### src/rtl/phase_sweep_pkg.sv
// phase_sweep_pkg: shared state encoding, phase width and clamp helper for the phase sweep sequencer.
package phase_sweep_pkg;
    localparam int PHASE_WIDTH = 9;
    typedef enum logic [2:0] {IDLE, LOAD, WAIT_LOW, WAIT_DONE, DWELL, FINISH} state_t;
    // Saturate a one-bit-wider candidate at the sweep end so the last point lands on it exactly.
    function automatic logic signed [PHASE_WIDTH-1:0] clamp_phase(
        input logic signed [PHASE_WIDTH:0]   cand,
        input logic signed [PHASE_WIDTH-1:0] end_p,
        input logic                          up
    );
        logic signed [PHASE_WIDTH:0] e;
        e = {end_p[PHASE_WIDTH-1], end_p};
        return (up ? cand > e : cand < e) ? end_p : cand[PHASE_WIDTH-1:0];
    endfunction
endpackage

### src/rtl/phase_sweep_controller_step_calc.sv
// sweep_step_calc: next sweep target (one step toward the end, clamped) and last-point flag.
module sweep_step_calc
    import phase_sweep_pkg::*;
(
    input  logic signed [PHASE_WIDTH-1:0] target,
    input  logic signed [PHASE_WIDTH-1:0] end_phase,
    input  logic [7:0]                    step,
    input  logic                          up,
    output logic signed [PHASE_WIDTH-1:0] next_phase,
    output logic                          last
);
    logic signed [PHASE_WIDTH:0] wide, mag;
    always_comb begin
        wide = {target[PHASE_WIDTH-1], target};
        mag = (PHASE_WIDTH + 1)'(step);
        next_phase = clamp_phase(up ? wide + mag : wide - mag, end_phase, up);
        last = target == end_phase;
    end
endmodule

### src/rtl/phase_sweep_controller.sv
// phase_sweep_controller: walks the DCM phase from start to end in steps, waiting for each shift
// to settle, dwelling on every point and flagging timeouts or an illegal zero step.
module phase_sweep_controller
    import phase_sweep_pkg::*;
#(
    parameter int PHASE_W = PHASE_WIDTH,
    parameter int DWELL_W = 16,
    parameter int TIMEOUT = 4095
) (
    input  logic               clk_i,
    input  logic               reset_ni,
    input  logic               start_i,
    input  logic               abort_i,
    input  logic [PHASE_W-1:0] start_phase_i,
    input  logic [PHASE_W-1:0] end_phase_i,
    input  logic [7:0]         step_i,
    input  logic [DWELL_W-1:0] dwell_i,
    output logic [PHASE_W-1:0] value_o,
    output logic               load_o,
    input  logic               done_i,
    output logic               busy_o,
    output logic               point_o,
    output logic [PHASE_W-1:0] cur_phase_o,
    output logic               sweep_done_o,
    output logic [1:0]         err_o
);
    localparam int TW = $clog2(TIMEOUT + 1);
    localparam int CW = DWELL_W > TW ? DWELL_W : TW;

    state_t state, state_n;
    logic [CW-1:0] cnt;
    logic [PHASE_W-1:0] end_r, next_phase;
    logic [7:0] step_r;
    logic [DWELL_W-1:0] dwell_r;
    logic up_r, abort_r, zero_done, last;
    logic abort_any, accept, timeout, settle;

    sweep_step_calc u_calc (
        .target(value_o),
        .end_phase(end_r),
        .step(step_r),
        .up(up_r),
        .next_phase(next_phase),
        .last(last)
    );

    assign load_o = state == LOAD;
    assign busy_o = state != IDLE;
    assign sweep_done_o = state == FINISH || zero_done;

    // The shared counter holds the done timeout while waiting and the dwell length while dwelling.
    always_comb begin
        abort_any = abort_r | abort_i;
        accept = state == IDLE && start_i && !abort_i;
        settle = state == WAIT_DONE && done_i;
        timeout = state == WAIT_DONE && !done_i && cnt == '0;
        state_n = state;
        case (state)
            IDLE:      state_n = accept && step_i != '0 ? LOAD : IDLE;
            LOAD:      state_n = WAIT_LOW;
            WAIT_LOW:  state_n = !done_i || cnt != CW'(TIMEOUT - 1) ? WAIT_DONE : WAIT_LOW;
            WAIT_DONE: state_n = done_i ? (abort_any ? FINISH : DWELL) : (cnt == '0 ? FINISH : WAIT_DONE);
            DWELL:     state_n = abort_any || (cnt == '0 && last) ? FINISH : (cnt == '0 ? LOAD : DWELL);
            default:   state_n = IDLE;
        endcase
    end

    always_ff @(posedge clk_i or negedge reset_ni) begin
        if (!reset_ni) begin
            state <= IDLE;
            value_o <= '0;
            cur_phase_o <= '0;
            end_r <= '0;
            step_r <= '0;
            dwell_r <= '0;
            up_r <= 1'b0;
            abort_r <= 1'b0;
            zero_done <= 1'b0;
            point_o <= 1'b0;
            err_o <= '0;
            cnt <= '0;
        end else begin
            state <= state_n;
            zero_done <= accept && step_i == '0;
            point_o <= settle && !abort_any;
            abort_r <= !accept && (abort_r || (abort_i && state != IDLE));
            if (accept) begin
                value_o <= start_phase_i;
                end_r <= end_phase_i;
                step_r <= step_i;
                dwell_r <= dwell_i;
                up_r <= $signed(end_phase_i) >= $signed(start_phase_i);
                err_o <= {step_i == '0, 1'b0};
            end
            if (timeout) err_o[0] <= 1'b1;
            if (settle && !abort_any) cur_phase_o <= value_o;
            if (state == DWELL && state_n == LOAD) value_o <= next_phase;
            cnt <= state == LOAD ? CW'(TIMEOUT - 1) : settle ? CW'(dwell_r) : cnt != '0 ? cnt - CW'(1) : cnt;
        end
    end
endmodule

### config.mk
export PLATFORM = sky130hd
export DESIGN_NAME = phase_sweep_controller
export DESIGN_NICKNAME = d
export VERILOG_FILES = /design/src/rtl/phase_sweep_pkg.sv /design/src/rtl/phase_sweep_controller_step_calc.sv /design/src/rtl/phase_sweep_controller.sv
export SDC_FILE = /design/constraint.sdc
export NUM_CORES = 1
export LEC_CHECK = 0
export ABC_AREA = 1
export BUFFER_PORTS_ARGS = -buffer_cell sky130_fd_sc_hd__buf_2
export CORE_MARGIN = 2
export CORE_UTILIZATION = 45
export CTS_CLUSTER_DIAMETER = 120
export DETAILED_ROUTE_END_ITERATION = 8
export GPL_TIMING_DRIVEN = 0
export HOLD_SLACK_MARGIN = 0.06
export PLACE_DENSITY = 0.67
export SLEW_MARGIN = 10
export SYNTH_ARGS = -nofsm -noshare
export SYNTH_HDL_FRONTEND = slang
export SYNTH_SLANG_ARGS = --single-unit
export TNS_END_PERCENT = 50
### constraint.sdc
create_clock -name clk_i -period 9.4 [get_ports clk_i]
set_input_delay 1.88 -clock clk_i [delete_from_list [all_inputs] [get_ports clk_i]]
set_output_delay 1.88 -clock clk_i [all_outputs]
set_load 0.01 [all_outputs]
==> results of run 1 <==
-- path summary, 6_finish.rpt --
check,end,depth (start not counted)
worst min register to register,dwell_r[1]$_DFFE_PN0P_,2
worst max-delay path,value_o[7]$_DFFE_PN0P_,26
min in group asynchronous,end_r[5]$_DFFE_PN0P_,1
max in group asynchronous,step_r[1]$_DFFE_PN0P_,2
worst min-delay path,dwell_r[1]$_DFFE_PN0P_,2
worst max register to register,value_o[7]$_DFFE_PN0P_,26
-- worst max-delay path: cells and delay by family, from the launching register on --
kind / cells / cell delay [ns]
flip-flops: 1 / 0.42
XOR/XNOR: 2 / 0.42
adder cells (fa/ha/maj): 3 / 0.79
AND/OR/NAND/NOR: 13 / 1.50
AO/OA/AOI/OAI: 5 / 0.68
buffers and inverters: 3 / 0.25
-- flip-flops by register name (all words and copies together), names as in the netlist --
name,cells
point_o,1
state,3
step_r,8
end_r,9
cur_phase_o,9
zero_done,1
up_r,1
abort_r,1
err_o,2
cnt,16
dwell_r,16
value_o,9
-- per-stage QoR --
stage	cell area [sq um]	util	setup WS [ns]
after CTS	5653	0.5284	5.372
after detailed placement	5436	0.5082	5.417
after global routing	5653	0.5284	4.859
after global placement	5406	0.5054	5.496
final	5653	0.5284	5.298
after floorplan	4881	-	6.069
-- logic make-up after synthesis --
logic type,Yosys count,synth area share
buffers and inverters,117,0.09382
adder cells (fa/ha/maj),33,0.08613
AO/OA/AOI/OAI,113,0.1277
XOR/XNOR,21,0.03768
AND/OR/NAND/NOR,287,0.2651
flip-flops,76,0.3896
-- layer usage --
metal / vias up / part of all wire / GRT usage
met5: - / 0 / 0
met4: 0 / 0.017 / 0.07509
met3: 19 / 0.062 / 0.03978
met2: 155 / 0.42 / 0.3297
met1: 2093 / 0.50 / 0.3533
li1: 2256 / - / -
-- placed cells by master, fill, tap and decap left out, drive strengths merged --
master / instances
inv: 104
o21bai: 1
nand3b: 1
nand3: 47
o211ai: 1
nor3: 9
ha: 32
nand2: 163
a21oi: 44
a32o: 1
nor4: 2
nor2: 47
xnor2: 5
a31oi: 3
dfrtp: 76
or2: 3
o21a: 1
buf: 82
o22ai: 1
bufinv: 1
xor2: 16
a22o: 1
o21ai: 59
a22oi: 1
fa: 1
clkbuf: 13
nand4: 15
clkinv: 4
-- area by class of cell --
| class | instances | area, sq um |
|---|---|---|
| fillers | 1062 | 5045 |
| well taps | 140 | 175.2 |
| multi-input cells | 454 | 2521 |
| flip-flops and latches | 76 | 1902 |
| clock buffers | 9 | 123.9 |
| clock inverters | 7 | 92.59 |
| repair buffers | 71 | 380.4 |
| inverters | 102 | 382.9 |
| plain buffers | 15 | 75.07 |
==> qor.csv, run 1 <==
metric,value,unit
Yosys cell types,40,
Final min period,4.102,ns
Async SR Flop Fraction,1.000,
Reg-to-Reg Start,step_r[0]$_DFFE_PN0P_,
type of origin of the critical path,register,
Mapped Area,4881,sq um
register area share after synthesis,0.3896,
Die Span X,108.1,microns
Final Skew,0.01166,ns
status,finished clean,
antenna violations before repair,0,
GRT Util Overall,0.2312,
Finished Layout Cells,874,
Max Fclk,243.8,MHz
"Hold Vio Cnt, Final",0,
min-delay worst type,register to register,
Final setup viols,0,
"EDFF count, synth",0,
fraction of layout cells with a size suffix above 1,0.1757,
Antenna Nets Post-Route,0,
ys flop type,dfrtp_1,
most common cell in the netlist,nand2_1,
cell taking the most area after synthesis,dfrtp_1,
WP data required,9.70,ns
die height,108.1,microns
Critical Path AT,4.41,ns
Cell Rows,38,
Iter 0 DRT Violations,279,
H-tree depth,3,
post_cts resized,0,
CP Capture Type,register,
RSZ-0062 raised after global routing,no,
CTS tree,yes,
Die ar.,11700,sq um
# IOs,71,
placed insts,858,
Worst Path Max Fanout,9,
detailed-route via count,4523,
fin nets,809,
CTS root buffer,clkbuf_8,
Max clock buf depth,2,
syn nets,727,
largest net degree at the start of global routing,61,
Detailed Route WL,12880,microns
Area Overhead vs Synth,15.82,%
Tcrit/Tclk final,0.4364,
Hold WS,0.4820,ns
synth top area cells,"dfrtp_1 (39%), nand2_1 (12%), ha_1 (8.2%), inv_1 (7.4%), o21ai_0 (4.8%)",
Synth Instances,647,
Inserted Clock Buffers,9,
Clock transition at path regs,0.09,ns
grt ovf,0,
postcts setup bufs,0,
path type of the worst setup path,register to register,
Via density,5.175,
first-pass GRT wire length,20780,microns
register bit total from synthesis,76,
Worst-Skew Late Latency,0.37,ns
Worst-Margin Slew,0.5971,ns
crit path max-delay cell type,dfrtp_1,
Placer Congestion,0.9044,
warnings from Yosys,0,
cell repeated most along the worst path,nand2_1,
Ant. Diodes,0,
reg2reg setup slack,5.30,ns
Initial Util,0.4563,
Synth top cells by count,"nand2_1 (161), inv_1 (96), dfrtp_1 (76)",
max cap viols,0,
Final Slew Violations,0,
Setup TNS Final,0,ns
vias in the first global route,4236,
drt first pass iters,5,
Max stage delay on crit path,0.42,ns
Port Buffers,70,
DRC viols,0,
max_slew headroom,0.6019,
wire per inst,14.74,microns
Post-Syn Area per Cell,7.544,sq um
Yosys top cell area share,0.3896,
post-detail-place hpwl,10040,microns
min-delay src,dwell_r[1]$_DFFE_PN0P_,
# hold bufs at CTS,0,
CP Launch Point,step_r[0]$_DFFE_PN0P_,
CORE AREA,10700,sq um
Clock Sinks,76,
Power of run 1 is left out: the tool's default activity adds up to more than one toggle a clock period on the data nets, which glitch-free logic cannot reach.
==> run 2: changes to the inputs <==
PLACE_DENSITY = 0.7   (was 0.67)
clock period = 3.7 ns   (was 9.4 ns; I/O delays follow)
==> qor.csv, run 2 (same netlist as run 1, synthesis figures left out) <==
metric,value,unit,change
R2R Path End,value_o[2]$_DFFE_PN0P_,,
Max stage delay on crit path,0.40,ns,-0.02 ns
min-delay worst type,input port to asynchronous set/reset pin,,
failing checks,negative setup slack,,
Die ar.,11700,sq um,unchanged
CP Capture Type,register,,
status,"finished, violations left",,
Tcrit/Tclk final,1.026,,+0.5894
Worst Path Max Fanout,5,,-4
Crit path max-delay family,simple AND/OR/NAND/NOR gates,,
Clock transition at path regs,0.08,ns,about the same
FF-to-FF path depth,24,,-7.7%
vias in the first global route,4315,,+1.9%
CP Launch Point,step_r[0]$_DFFE_PN0P_,,
DRC viols,0,,unchanged
setup ws final,-0.09544,ns,-5.394 ns
Max Fclk,263.5,MHz,+8.1%
fraction of layout cells with a size suffix above 1,0.2566,,+0.08086
largest net degree at the start of global routing,43,,-30%
Worst-Margin Slew,0.5504,ns,-0.04671 ns
# IOs,71,,unchanged
max_slew headroom,0.6331,,+0.03114
Final setup viols,9,,+9
Worst-Skew Late Latency,0.37,ns,about the same
reg2reg setup slack,-0.1,ns,-5.39 ns
first-pass GRT wire length,20880,microns,+0.47%
Antenna Nets Post-Route,0,,unchanged
Initial Util,0.4563,,unchanged
wire per inst,15.03,microns,+2.0%
Final min period,3.795,ns,-0.3063 ns
CP bufs+invs,5,,+2
most frequent cells in the layout,"nand2_1 (153), inv_1 (90), buf_2 (78), dfrtp_1 (75), o21ai_0 (44)",,
type of origin of the critical path,register,,
ordered cell list for the critical path,"buf_6, nor3_4, nand3_2, o21ai_1, xor2_1, inv_1, ha_1, inv_1, o21ai_0, a31oi_2, nand2_1, nand2_1, nand2_1, inv_1, ha_1, nand2_2, inv_2, a21oi_2, nand4_1, nand2_4, nand2_4, nand3_1, nand3_2, a21oi_2",,
drt first pass iters,5,,unchanged
Inserted Clock Buffers,9,,unchanged
die height,108.1,microns,unchanged
Via density,5.238,,+1.2%
CTS tree,yes,,
RSZ-0062 raised after global routing,yes,,
CP endpoint,value_o[2]$_DFFE_PN0P_,,
placed insts,858,,unchanged
"commonest non-fill, non-tap cell in the layout",nand2_1,,
path type of the worst setup path,register to register,,
detailed-route via count,4693,,+3.8%
Reg-to-Reg Start,step_r[0]$_DFFE_PN0P_,,
Critical Path AT,4.09,ns,-0.32 ns
CORE AREA,10700,sq um,unchanged
top flop regs,"cnt (16), dwell_r (16)",,
antenna violations before repair,0,,unchanged
post-layout instance area,6086,sq um,+7.7%
Stages on worst setup path,24,,-7.7%
Cell Rows,38,,unchanged
H-tree depth,3,,unchanged
Area Overhead vs Synth,24.69,%,
Final Slew Violations,0,,unchanged
FILL cells,1020,,-4.0%
fin nets,831,,+2.7%
Placer Congestion,0.9499,,+5.0%
Area after DPL,5429,sq um,-0.14%
post-detail-place hpwl,10010,microns,-0.33%
max cap viols,0,,unchanged
Finished Layout Cells,896,,+2.5%
grt ovf,0,,unchanged
Detailed Route WL,13470,microns,+4.5%
Port Buffers,70,,unchanged
crit path max-delay cell type,dfrtp_1,,
CTS root buffer,clkbuf_8,,
WP data required,4.00,ns,-5.70 ns
Clock Sinks,76,,unchanged
Ant. Diodes,0,,unchanged
Final Skew,0.01058,ns,-0.001081 ns
GRT Util Overall,0.2316,,+0.0004036
"Hold Vio Cnt, Final",0,,unchanged
Max clock buf depth,2,,unchanged
Die Span X,108.1,microns,unchanged
Iter 0 DRT Violations,285,,+2.2%
==> run 2: cell count changes in the layout (fill, tap and decap cells not counted), sizes merged <==
cell	change
buf	+20
inv	-3
bufinv	+1
nand3	+1
clkbuf	+1
clkinv	-3
clkinvlp	+3
nand2	+2
==> run 2: layout make-up <==
type	instances	area [sq um]	area share
plain buffers	14	71.32	0.01172
clock buffers	11	141.4	0.02323
clock inverters	5	83.83	0.01377
inverters	102	386.6	0.06353
multi-input cells	457	2790	0.4585
flip-flops and latches	76	1903	0.3127
well taps	140	175.2	0.02878
repair buffers	91	534.3	0.08779
==> run 2: worst min-delay path by stage <==
stage / slack (ns) / cells past startpoint / endpoint / startpoint
2_1_floorplan: 0.44 / 0 / abort_r$_DFF_PN0_ / reset_ni
3_3_place_gp: 0.45 / 2 / cur_phase_o[7]$_DFFE_PN0P_ / cur_phase_o[7]$_DFFE_PN0P_
3_5_place_dp: 0.46 / 2 / dwell_r[10]$_DFFE_PN0P_ / dwell_r[10]$_DFFE_PN0P_
4_1_cts: 0.33 / 1 / cnt[14]$_DFFE_PN0P_ / reset_ni
5_1_grt: 0.34 / 1 / dwell_r[13]$_DFFE_PN0P_ / reset_ni
6_report: 0.31 / 1 / cnt[14]$_DFFE_PN0P_ / reset_ni
==> run 2: routing by layer <==
metal  vias up  global-route usage  share of wire
li1       2304                   -              -
met1      2209              0.3341           0.46
met2       156              0.3531           0.45
met3        24             0.04400          0.065
met4         0             0.07051          0.018
met5         -                   0              0
==> run 2: what timing repair did <==
item,in CTS,in global routing
cloned,2,1
pin swaps,20,28
hold buffers,0,0
resized for setup,29,35
endpoints found under the setup margin,9,9
buffers inserted,10,10
==> run 2: stage by stage <==
stage	worst slack (ns)	hold WS, ns	setup TNS [ns]	util
after CTS	0.002310	0.3265	0	0.5466
after global placement	-0.1882	0.4529	-1.499	0.5054
after global routing	-0.3331	0.3416	-2.833	0.5689
after detailed placement	-0.2253	0.4618	-1.827	0.5075
after floorplan	0.3686	0.4367	0	-
final	-0.09544	0.3111	-0.5498	0.5689
Power of run 2 is left out for the same reason.
==> run 3: changes to the inputs <==
CTS_BUF_LIST = sky130_fd_sc_hd__clkbuf_8 sky130_fd_sc_hd__clkbuf_16   (was unset)
==> qor.csv, run 3 (same netlist as run 1, synthesis figures left out) <==
metric,value,unit,change
setup ws final,-0.1025,ns,-0.007082 ns
Tcrit/Tclk final,1.028,,+0.001914
# IOs,71,,unchanged
CTS root buffer,clkbuf_8,,
min-delay worst type,input port to asynchronous set/reset pin,,
drt first pass iters,5,,unchanged
"commonest non-fill, non-tap cell in the layout",nand2_1,,
FILL cells,1020,,unchanged
path type of the worst setup path,register to register,,
Placer Congestion,0.9499,,unchanged
reg2reg setup slack,-0.10,ns,about the same
Final Core Density,0.5689,,unchanged
fraction of layout cells with a size suffix above 1,0.2566,,unchanged
max cap viols,0,,unchanged
detailed-route via count,4722,,+0.62%
Die Span X,108.1,microns,unchanged
Clock transition at path regs,0.08,ns,about the same
Final Skew,0.009039,ns,-0.001543 ns
type of origin of the critical path,register,,
failing checks,negative setup slack,,
Area Overhead vs Synth,24.69,%,unchanged
top flop regs,"cnt (16), dwell_r (16)",,
Via density,5.270,,+0.62%
fin nets,831,,unchanged
CORE AREA,10700,sq um,unchanged
Inserted Clock Buffers,9,,unchanged
# hold bufs at CTS,0,,unchanged
Antenna Nets Post-Route,0,,unchanged
post-layout instance area,6086,sq um,unchanged
DRC viols,0,,unchanged
max_slew headroom,0.6282,,-0.004894
Clock Sinks,76,,unchanged
Max Fclk,263.0,MHz,-0.19%
Detailed Route WL,13480,microns,+0.10%
WP data required,4.00,ns,about the same
status,"finished, violations left",,
Worst-Margin Slew,0.5578,ns,+0.007340 ns
first-pass GRT wire length,20870,microns,about the same
Initial Util,0.4563,,unchanged
"Hold Vio Cnt, Final",0,,unchanged
Worst Path Max Fanout,5,,unchanged
vias in the first global route,4318,,+0.070%
grt ovf,0,,unchanged
Max clock buf depth,2,,unchanged
RSZ-0062 raised after global routing,yes,,
CP Capture Type,register,,
Cell Rows,38,,unchanged
CP endpoint,value_o[2]$_DFFE_PN0P_,,
Critical Path AT,4.10,ns,about the same
antenna violations before repair,0,,unchanged
Ant. Diodes,0,,unchanged
wire per inst,15.05,microns,+0.10%
Reg-to-Reg Start,step_r[1]$_DFFE_PN0P_,,
H-tree depth,3,,unchanged
Worst-Skew Late Latency,0.37,ns,about the same
die height,108.1,microns,unchanged
Final Slew Violations,0,,unchanged
multi-input logic area,2790,sq um,unchanged
Die ar.,11700,sq um,unchanged
Final min period,3.803,ns,+0.007082 ns
R2R Path End,value_o[2]$_DFFE_PN0P_,,
Final setup viols,9,,unchanged
GRT Util Overall,0.2315,,about the same
largest net degree at the start of global routing,43,,unchanged
Iter 0 DRT Violations,298,,+4.6%
Port Buffers,70,,unchanged
CTS tree,yes,,
Area after DPL,5429,sq um,unchanged
CP Launch Point,step_r[1]$_DFFE_PN0P_,,
most frequent cells in the layout,"nand2_1 (153), inv_1 (91), buf_2 (78), dfrtp_1 (75), o21ai_0 (44)",,
FF-to-FF path depth,24,,unchanged
FF/Latch Area,1903,sq um,unchanged
post-detail-place hpwl,10010,microns,unchanged
==> run 3: area by class of cell <==
| type | count | share of cell area |
|---|---|---|
| tap | 140 | 0.02878 |
| clock inverter | 6 | 0.01439 |
| multi-input combinational | 457 | 0.4585 |
| buffer | 14 | 0.01172 |
| clock buffer | 10 | 0.02262 |
| timing repair buffer | 91 | 0.08779 |
| sequential | 76 | 0.3127 |
| inverter | 102 | 0.06353 |
==> run 3: how the worst min path moves through the flow <==
stage,startpoint,end
after global routing,reset_ni,dwell_r[13]$_DFFE_PN0P_
after global placement,cur_phase_o[7]$_DFFE_PN0P_,cur_phase_o[7]$_DFFE_PN0P_
after CTS,reset_ni,cnt[14]$_DFFE_PN0P_
after floorplan,reset_ni,abort_r$_DFF_PN0_
final,reset_ni,cnt[14]$_DFFE_PN0P_
after detailed placement,dwell_r[10]$_DFFE_PN0P_,dwell_r[10]$_DFFE_PN0P_
==> run 3: critical path: stages (launching register included) <==
cell	delay [ns]
dfrtp_1	0.42
buf_6	0.14
nor3_4	0.18
nand3_2	0.12
o21ai_1	0.16
xor2_1	0.16
inv_1	0.06
ha_1	0.36
inv_1	0.09
o21ai_0	0.23
a31oi_2	0.07
nand2_1	0.07
nand2_1	0.05
nand2_1	0.09
inv_1	0.05
ha_1	0.28
nand2_2	0.10
inv_2	0.04
a21oi_2	0.11
nand4_1	0.27
nand2_4	0.25
nand2_4	0.11
nand3_1	0.11
nand3_2	0.09
a21oi_2	0.12
==> run 3: layer usage <==
layer | GRT usage | part of all wire
met5 | 0 | 0
met2 | 0.3535 | 0.45
met1 | 0.3333 | 0.46
met3 | 0.04400 | 0.071
met4 | 0.07051 | 0.020
==> run 3: timing repair <==
| action | in CTS | in global routing |
|---|---|---|
| endpoints found under the setup margin | 9 | 9 |
| pin swaps | 20 | 28 |
| resized for setup | 29 | 35 |
| endpoints found under the hold margin | 0 | 0 |
| cloned | 2 | 1 |
| setup buffers | 10 | 10 |
==> run 3: through the flow <==
step	instances	hold WS [ns]	setup TNS (ns)	setup WS [ns]
4_1_cts	885	0.3265	0	0.002310
5_1_grt	896	0.3416	-2.833	-0.3331
3_5_place_dp	858	0.4618	-1.827	-0.2253
2_1_floorplan	647	0.4367	0	0.3686
6_report	896	0.3112	-0.5799	-0.1025
3_3_place_gp	857	0.4529	-1.499	-0.1882
Power of run 3 is left out for the same reason.
